### src/rtl/hilo_divider.sv
// Iterative radix-2 restoring divider for DIV/DIVU; quotient to LO, remainder to HI.
// Optional signed support is enabled by defining HILO_DIV_SIGNED_EN.
module hilo_divider #(
  parameter int WIDTH = 32
) (
  input  logic             clk,
  input  logic             rst,
  input  logic             start_i,
  input  logic             signed_i,
  input  logic             annul_i,
  input  logic [WIDTH-1:0] dividend_i,
  input  logic [WIDTH-1:0] divisor_i,
  output logic             stall_o,
  output logic             busy_o,
  output logic             ready_o,
  output logic [WIDTH-1:0] quotient_o,
  output logic [WIDTH-1:0] remainder_o
);

  localparam int CW = $clog2(WIDTH) + 1;
  localparam logic [1:0] S_IDLE = 2'd0;
  localparam logic [1:0] S_ON   = 2'd1;
  localparam logic [1:0] S_DONE = 2'd2;
  localparam logic [CW-1:0] LAST_STEP = CW'(WIDTH - 1);

  function automatic logic [WIDTH-1:0] neg_if(input logic [WIDTH-1:0] v, input logic n);
    return n ? (~v + WIDTH'(1)) : v;
  endfunction

  logic [1:0]       r_state;
  logic [CW-1:0]    r_cnt;
  logic [WIDTH-1:0] r_rem;
  logic [WIDTH-1:0] r_quo;
  logic [WIDTH-1:0] r_dvs;

  logic             w_accept;
  logic [WIDTH-1:0] w_a_mag;
  logic [WIDTH-1:0] w_b_mag;
  logic [WIDTH:0]   w_shift_rem;
  logic [WIDTH:0]   w_diff;
  logic [WIDTH-1:0] w_rem_next;
  logic [WIDTH-1:0] w_quo_next;
  logic [WIDTH-1:0] w_q_fix;
  logic [WIDTH-1:0] w_r_fix;

  assign w_accept = (r_state == S_IDLE) && start_i && !annul_i;

  // Partial remainder stays below 2*|divisor|, so the (WIDTH+1)-bit difference sign alone decides restore.
  assign w_shift_rem = {r_rem, r_quo[WIDTH-1]};
  assign w_diff      = w_shift_rem - {1'b0, r_dvs};
  assign w_rem_next  = w_diff[WIDTH] ? w_shift_rem[WIDTH-1:0] : w_diff[WIDTH-1:0];
  assign w_quo_next  = {r_quo[WIDTH-2:0], ~w_diff[WIDTH]};

`ifdef HILO_DIV_SIGNED_EN
  logic r_qneg;
  logic r_rneg;
  logic w_a_neg;
  logic w_b_neg;

  assign w_a_neg = signed_i & dividend_i[WIDTH-1];
  assign w_b_neg = signed_i & divisor_i[WIDTH-1];
  assign w_a_mag = neg_if(dividend_i, w_a_neg);
  assign w_b_mag = neg_if(divisor_i, w_b_neg);
  assign w_q_fix = neg_if(w_quo_next, r_qneg);
  assign w_r_fix = neg_if(w_rem_next, r_rneg);

  // Result sign flags captured at acceptance.
  always_ff @(posedge clk or posedge rst) begin
    if (rst) begin
      r_qneg <= 1'b0;
      r_rneg <= 1'b0;
    end else if (w_accept) begin
      r_qneg <= w_a_neg ^ w_b_neg;
      r_rneg <= w_a_neg;
    end
  end
`else
  assign w_a_mag = dividend_i;
  assign w_b_mag = divisor_i;
  // signed_i has no effect in the unsigned-only build.
  assign w_q_fix = w_quo_next ^ {WIDTH{signed_i & 1'b0}};
  assign w_r_fix = w_rem_next;
`endif

  // Control FSM, iteration datapath and result registers.
  always_ff @(posedge clk or posedge rst) begin
    if (rst) begin
      r_state     <= S_IDLE;
      r_cnt       <= '0;
      r_rem       <= '0;
      r_quo       <= '0;
      r_dvs       <= '0;
      quotient_o  <= '0;
      remainder_o <= '0;
    end else begin
      case (r_state)
        S_IDLE: begin
          if (w_accept) begin
            r_rem <= '0;
            r_quo <= w_a_mag;
            r_dvs <= w_b_mag;
            r_cnt <= '0;
            if (divisor_i == {WIDTH{1'b0}}) begin
              r_state     <= S_DONE;
              quotient_o  <= {WIDTH{1'b1}};
              remainder_o <= dividend_i;
            end else begin
              r_state <= S_ON;
            end
          end
        end
        S_ON: begin
          if (annul_i) begin
            r_state <= S_IDLE;
          end else begin
            r_rem <= w_rem_next;
            r_quo <= w_quo_next;
            r_cnt <= r_cnt + CW'(1);
            if (r_cnt == LAST_STEP) begin
              r_state     <= S_DONE;
              quotient_o  <= w_q_fix;
              remainder_o <= w_r_fix;
            end
          end
        end
        S_DONE:  r_state <= S_IDLE;
        default: r_state <= S_IDLE;
      endcase
    end
  end

  assign stall_o = !rst && (((r_state == S_IDLE) && start_i && !annul_i) || (r_state == S_ON));
  assign busy_o  = (r_state == S_ON) || (r_state == S_DONE);
  assign ready_o = (r_state == S_DONE) && !annul_i;

endmodule

### config.mk
export PLATFORM = sky130hd
export DESIGN_NAME = hilo_divider
export DESIGN_NICKNAME = d
export VERILOG_FILES = /design/src/rtl/hilo_divider.sv
export SDC_FILE = /design/constraint.sdc
export NUM_CORES = 1
export LEC_CHECK = 0
export BUFFER_PORTS_ARGS = -buffer_cell sky130_fd_sc_hd__clkbuf_2
export CAP_MARGIN = 20
export CORE_UTILIZATION = 50
export CTS_CLUSTER_SIZE = 25
export DETAILED_ROUTE_END_ITERATION = 8
export PLACE_DENSITY = 0.71
export SETUP_SLACK_MARGIN = 0.4
export SLEW_MARGIN = 10
export SYNTH_ARGS = -nofsm -noshare
export SYNTH_HDL_FRONTEND = slang
export SYNTH_SLANG_ARGS = --single-unit
### constraint.sdc
create_clock -name clk -period 6.7 [get_ports clk]
set_input_delay 0.67 -clock clk [delete_from_list [all_inputs] [get_ports clk]]
set_output_delay 0.67 -clock clk [all_outputs]
set_load 0.03 [all_outputs]
==> impl_metrics.json <==
{
  "postCtsHoldBufs": 0,
  "grt_pass1_vias": 7568,
  "synth_top_area_share_pct": 44.3,
  "worst-path-max-fanout": 21,
  "synth.cell_area_mm2": 0.00949,
  "violations": "design-rule violations",
  "vias": 8078,
  "final_cells": 1404,
  "outcome": "finished, violations left",
  "grt_use_total_pct": 25.8,
  "powerDensity_mw_per_mm2": 442,
  "coreArea_mm2": 0.0186,
  "start_kind": "flop",
  "synth_seq_cells": 168,
  "post_cts_buffers": 0,
  "finalWeightedCongestion": 0.962,
  "drv_slew": 0,
  "drtIter0Drc": 685,
  "dr.pass1.iters": 9,
  "synthFlopType": "dfrtp_1",
  "crit_family": "compound AO/OA/AOI/OAI gates",
  "p_leak_uw": 0.00496,
  "antenna_found_initial": 0,
  "utilization_pct": 58.4,
  "seq_area_mm2": 0.00420,
  "clock-sinks": 168,
  "cpMaxStageDelayCell": "mux2i_1",
  "synth.avg_cell_area_um2": 9.00,
  "slew_headroom_pct": 39.2,
  "io_buffers": 134,
  "arrival_ps": 4380,
  "synth_top_area_cell": "dfrtp_1",
  "clockRootBuffer": "clkbuf_16",
  "required_ps": 6970,
  "final.fill_count": 1680,
  "finalHoldViolCount": 0,
  "ant_nets": 0,
  "skew_ps": 9.16,
  "synth-edff-count": 0,
  "clock_path_buffers": 2,
  "setup_tns_ps": 0,
  "hold_path.class": "primary input to async pin",
  "grt_max_degree": 95,
  "num_io_pins": 136,
  "path_buf_inv": 3,
  "antennaDiodeCount": 0,
  "layout_common_cells": "168 x dfrtp_1, 134 x clkbuf_2, 131 x o21ai_0",
  "multi_input_area_mm2": 0.00473,
  "tightest_slew_ps": 912,
  "worstSetupPathType": "flop to flop",
  "crit_top_cell": "inv_1",
  "start_util_pct": 50.9,
  "clk-insertion-delay-late_ps": 430,
  "critPathMaxStageDelay_ps": 680,
  "yosysUniqueCellTypes": 65,
  "syn_nets": 1161,
  "synthCells": 1055,
  "rows": 50,
  "ir_drop_uv": 253,
  "setup_viol": 0,
  "dp_hpwl_um": 17500,
  "path_cells": "inv_1 -> ha_1 -> inv_1 -> fa_1 -> a211oi_1 -> o21a_1 -> a21oi_2 -> o311ai_4 -> mux2i_1 -> nor2_4 -> buf_4 -> a41oi_1 -> o21ai_0",
  "die_h_um": 140,
  "rsz0062_at_grt": "no",
  "finalCritPeriodShare_pct": 61.3,
  "drc_errors": 2,
  "yosysWarnings": 0,
  "layout_commonest_cell": "dfrtp_1",
  "max_freq_mhz": 243,
  "crit_path_end_kind": "flop",
  "yosysSeqAreaShare_pct": 44.3,
  "synthToLayoutAreaGrowth_pct": 14.8,
  "power.total_uw": 4810,
  "grt_pass1_wl_um": 39800,
  "numCtsBuffers": 17,
  "fin_crit_ps": 4110,
  "clk_pin_slew_ps": 70,
  "avgViaCountPerCell": 5.75,
  "maxCapViolCount": 0,
  "async_flop_share_pct": 100,
  "die_w_um": 140,
  "wirelength_um": 24400,
  "cts_tree": "yes",
  "nets": 1263,
  "post-place-cells": 1372,
  "die-area_mm2": 0.0195,
  "wl_per_cell_um": 17.4,
  "htreeDepth": 4,
  "cts.repair.resized": 0,
  "grt.overflow.total": 0,
  "synth_area_leaders": "dfrtp_1 44%, o21ai_0 6.9%, ha_1 4.7%",
  "drive_gt1_share_pct": 19.8
}
## through the flow
step	cell area, um^2	setup slack, ps	hold WS, ps
2_1_floorplan	9490	1480	465
3_3_place_gp	10300	2720	481
3_5_place_dp	10300	2670	494
4_1_cts	10900	2640	461
5_1_grt	10900	2390	486
6_report	10900	2590	420
## path summary, 6_finish.rpt
path / from / to / slack [ps] / depth (start not counted)
max in group asynchronous: rst / r_quo[16]$_DFFE_PP0P_ / 4830 / 3
setup reg to reg: r_quo[31]$_DFFE_PP0P_ / r_rem[23]$_DFFE_PP0P_ / 2590 / 13
hold / removal: rst / r_state[0]$_DFFE_PP0P_ / 420 / 2
setup / recovery: r_quo[31]$_DFFE_PP0P_ / r_rem[23]$_DFFE_PP0P_ / 2590 / 13
hold reg to reg: r_dvs[18]$_DFFE_PP0P_ / r_dvs[18]$_DFFE_PP0P_ / 510 / 1
min in group clk: divisor_i[23] / r_dvs[23]$_DFFE_PP0P_ / 490 / 2
## cell families after synthesis
group	after synthesis	synth area share [%]
AOI/OAI and AO/OA	324	21.3
muxes	65	7.33
buffers and inverters	144	6.14
DFF	168	44.3
adders and majority gates	37	4.96
and+or+nand+nor	295	13.9
xor gates and xnor gates	22	2.03
## synth_stat cells (5+ instances only)
library cell / n
buf_2: 10
ha_1: 36
xnor2_1: 12
a21boi_0: 5
and3_1: 7
o31ai_1: 15
nand2_1: 120
nand3_1: 44
o21ai_0: 131
mux2_2: 36
o21a_1: 8
nor4_1: 8
a21o_1: 7
clkbuf_1: 43
nand4_1: 5
nor3_1: 10
inv_1: 81
a31oi_1: 35
xor2_1: 10
o211ai_1: 5
nor2_1: 68
or3_1: 5
nor2b_1: 11
o21bai_1: 6
dfrtp_1: 168
a21oi_1: 55
a41oi_1: 14
mux2i_1: 29
a211oi_1: 9
## layout make-up
type                            count  share of cell area [%]
Clock buffer                       18                    4.03
Clock inverter                     14                    1.39
Inverter                           82                    2.87
Multi-Input combinational cell    743                    43.4
Sequential cell                   168                    38.6
Tap cell                          234                    2.69
Timing Repair Buffer              145                    7.03
## state kept, by name, summed over array words and instances (netlist names)
signal and cells:
remainder_o 32, r_rem 32, r_quo 32, r_cnt 6, r_state 2, quotient_o 32
r_dvs 32
## routing by layer
| metal | vias up | share of wire, % | global-route usage, % |
|---|---|---|---|
| li1 | 3969 | - | - |
| met4 | 0 | 1.4 | 6.71 |
| met5 | - | 0 | 0 |
| met2 | 259 | 43 | 38.7 |
| met1 | 3816 | 50 | 39.1 |
| met3 | 34 | 5.1 | 3.20 |
## where the power goes
group | internal (uW) | switching (uW) | leakage (uW) | total (uW)
clock network | 509 | 471 | 0.000287 | 980
logic | 724 | 1430 | 0.00265 | 2150
registers | 1420 | 256 | 0.00203 | 1680
total | 2660 | 2160 | 0.00496 | 4810
Power figures use the tool's default switching activity.
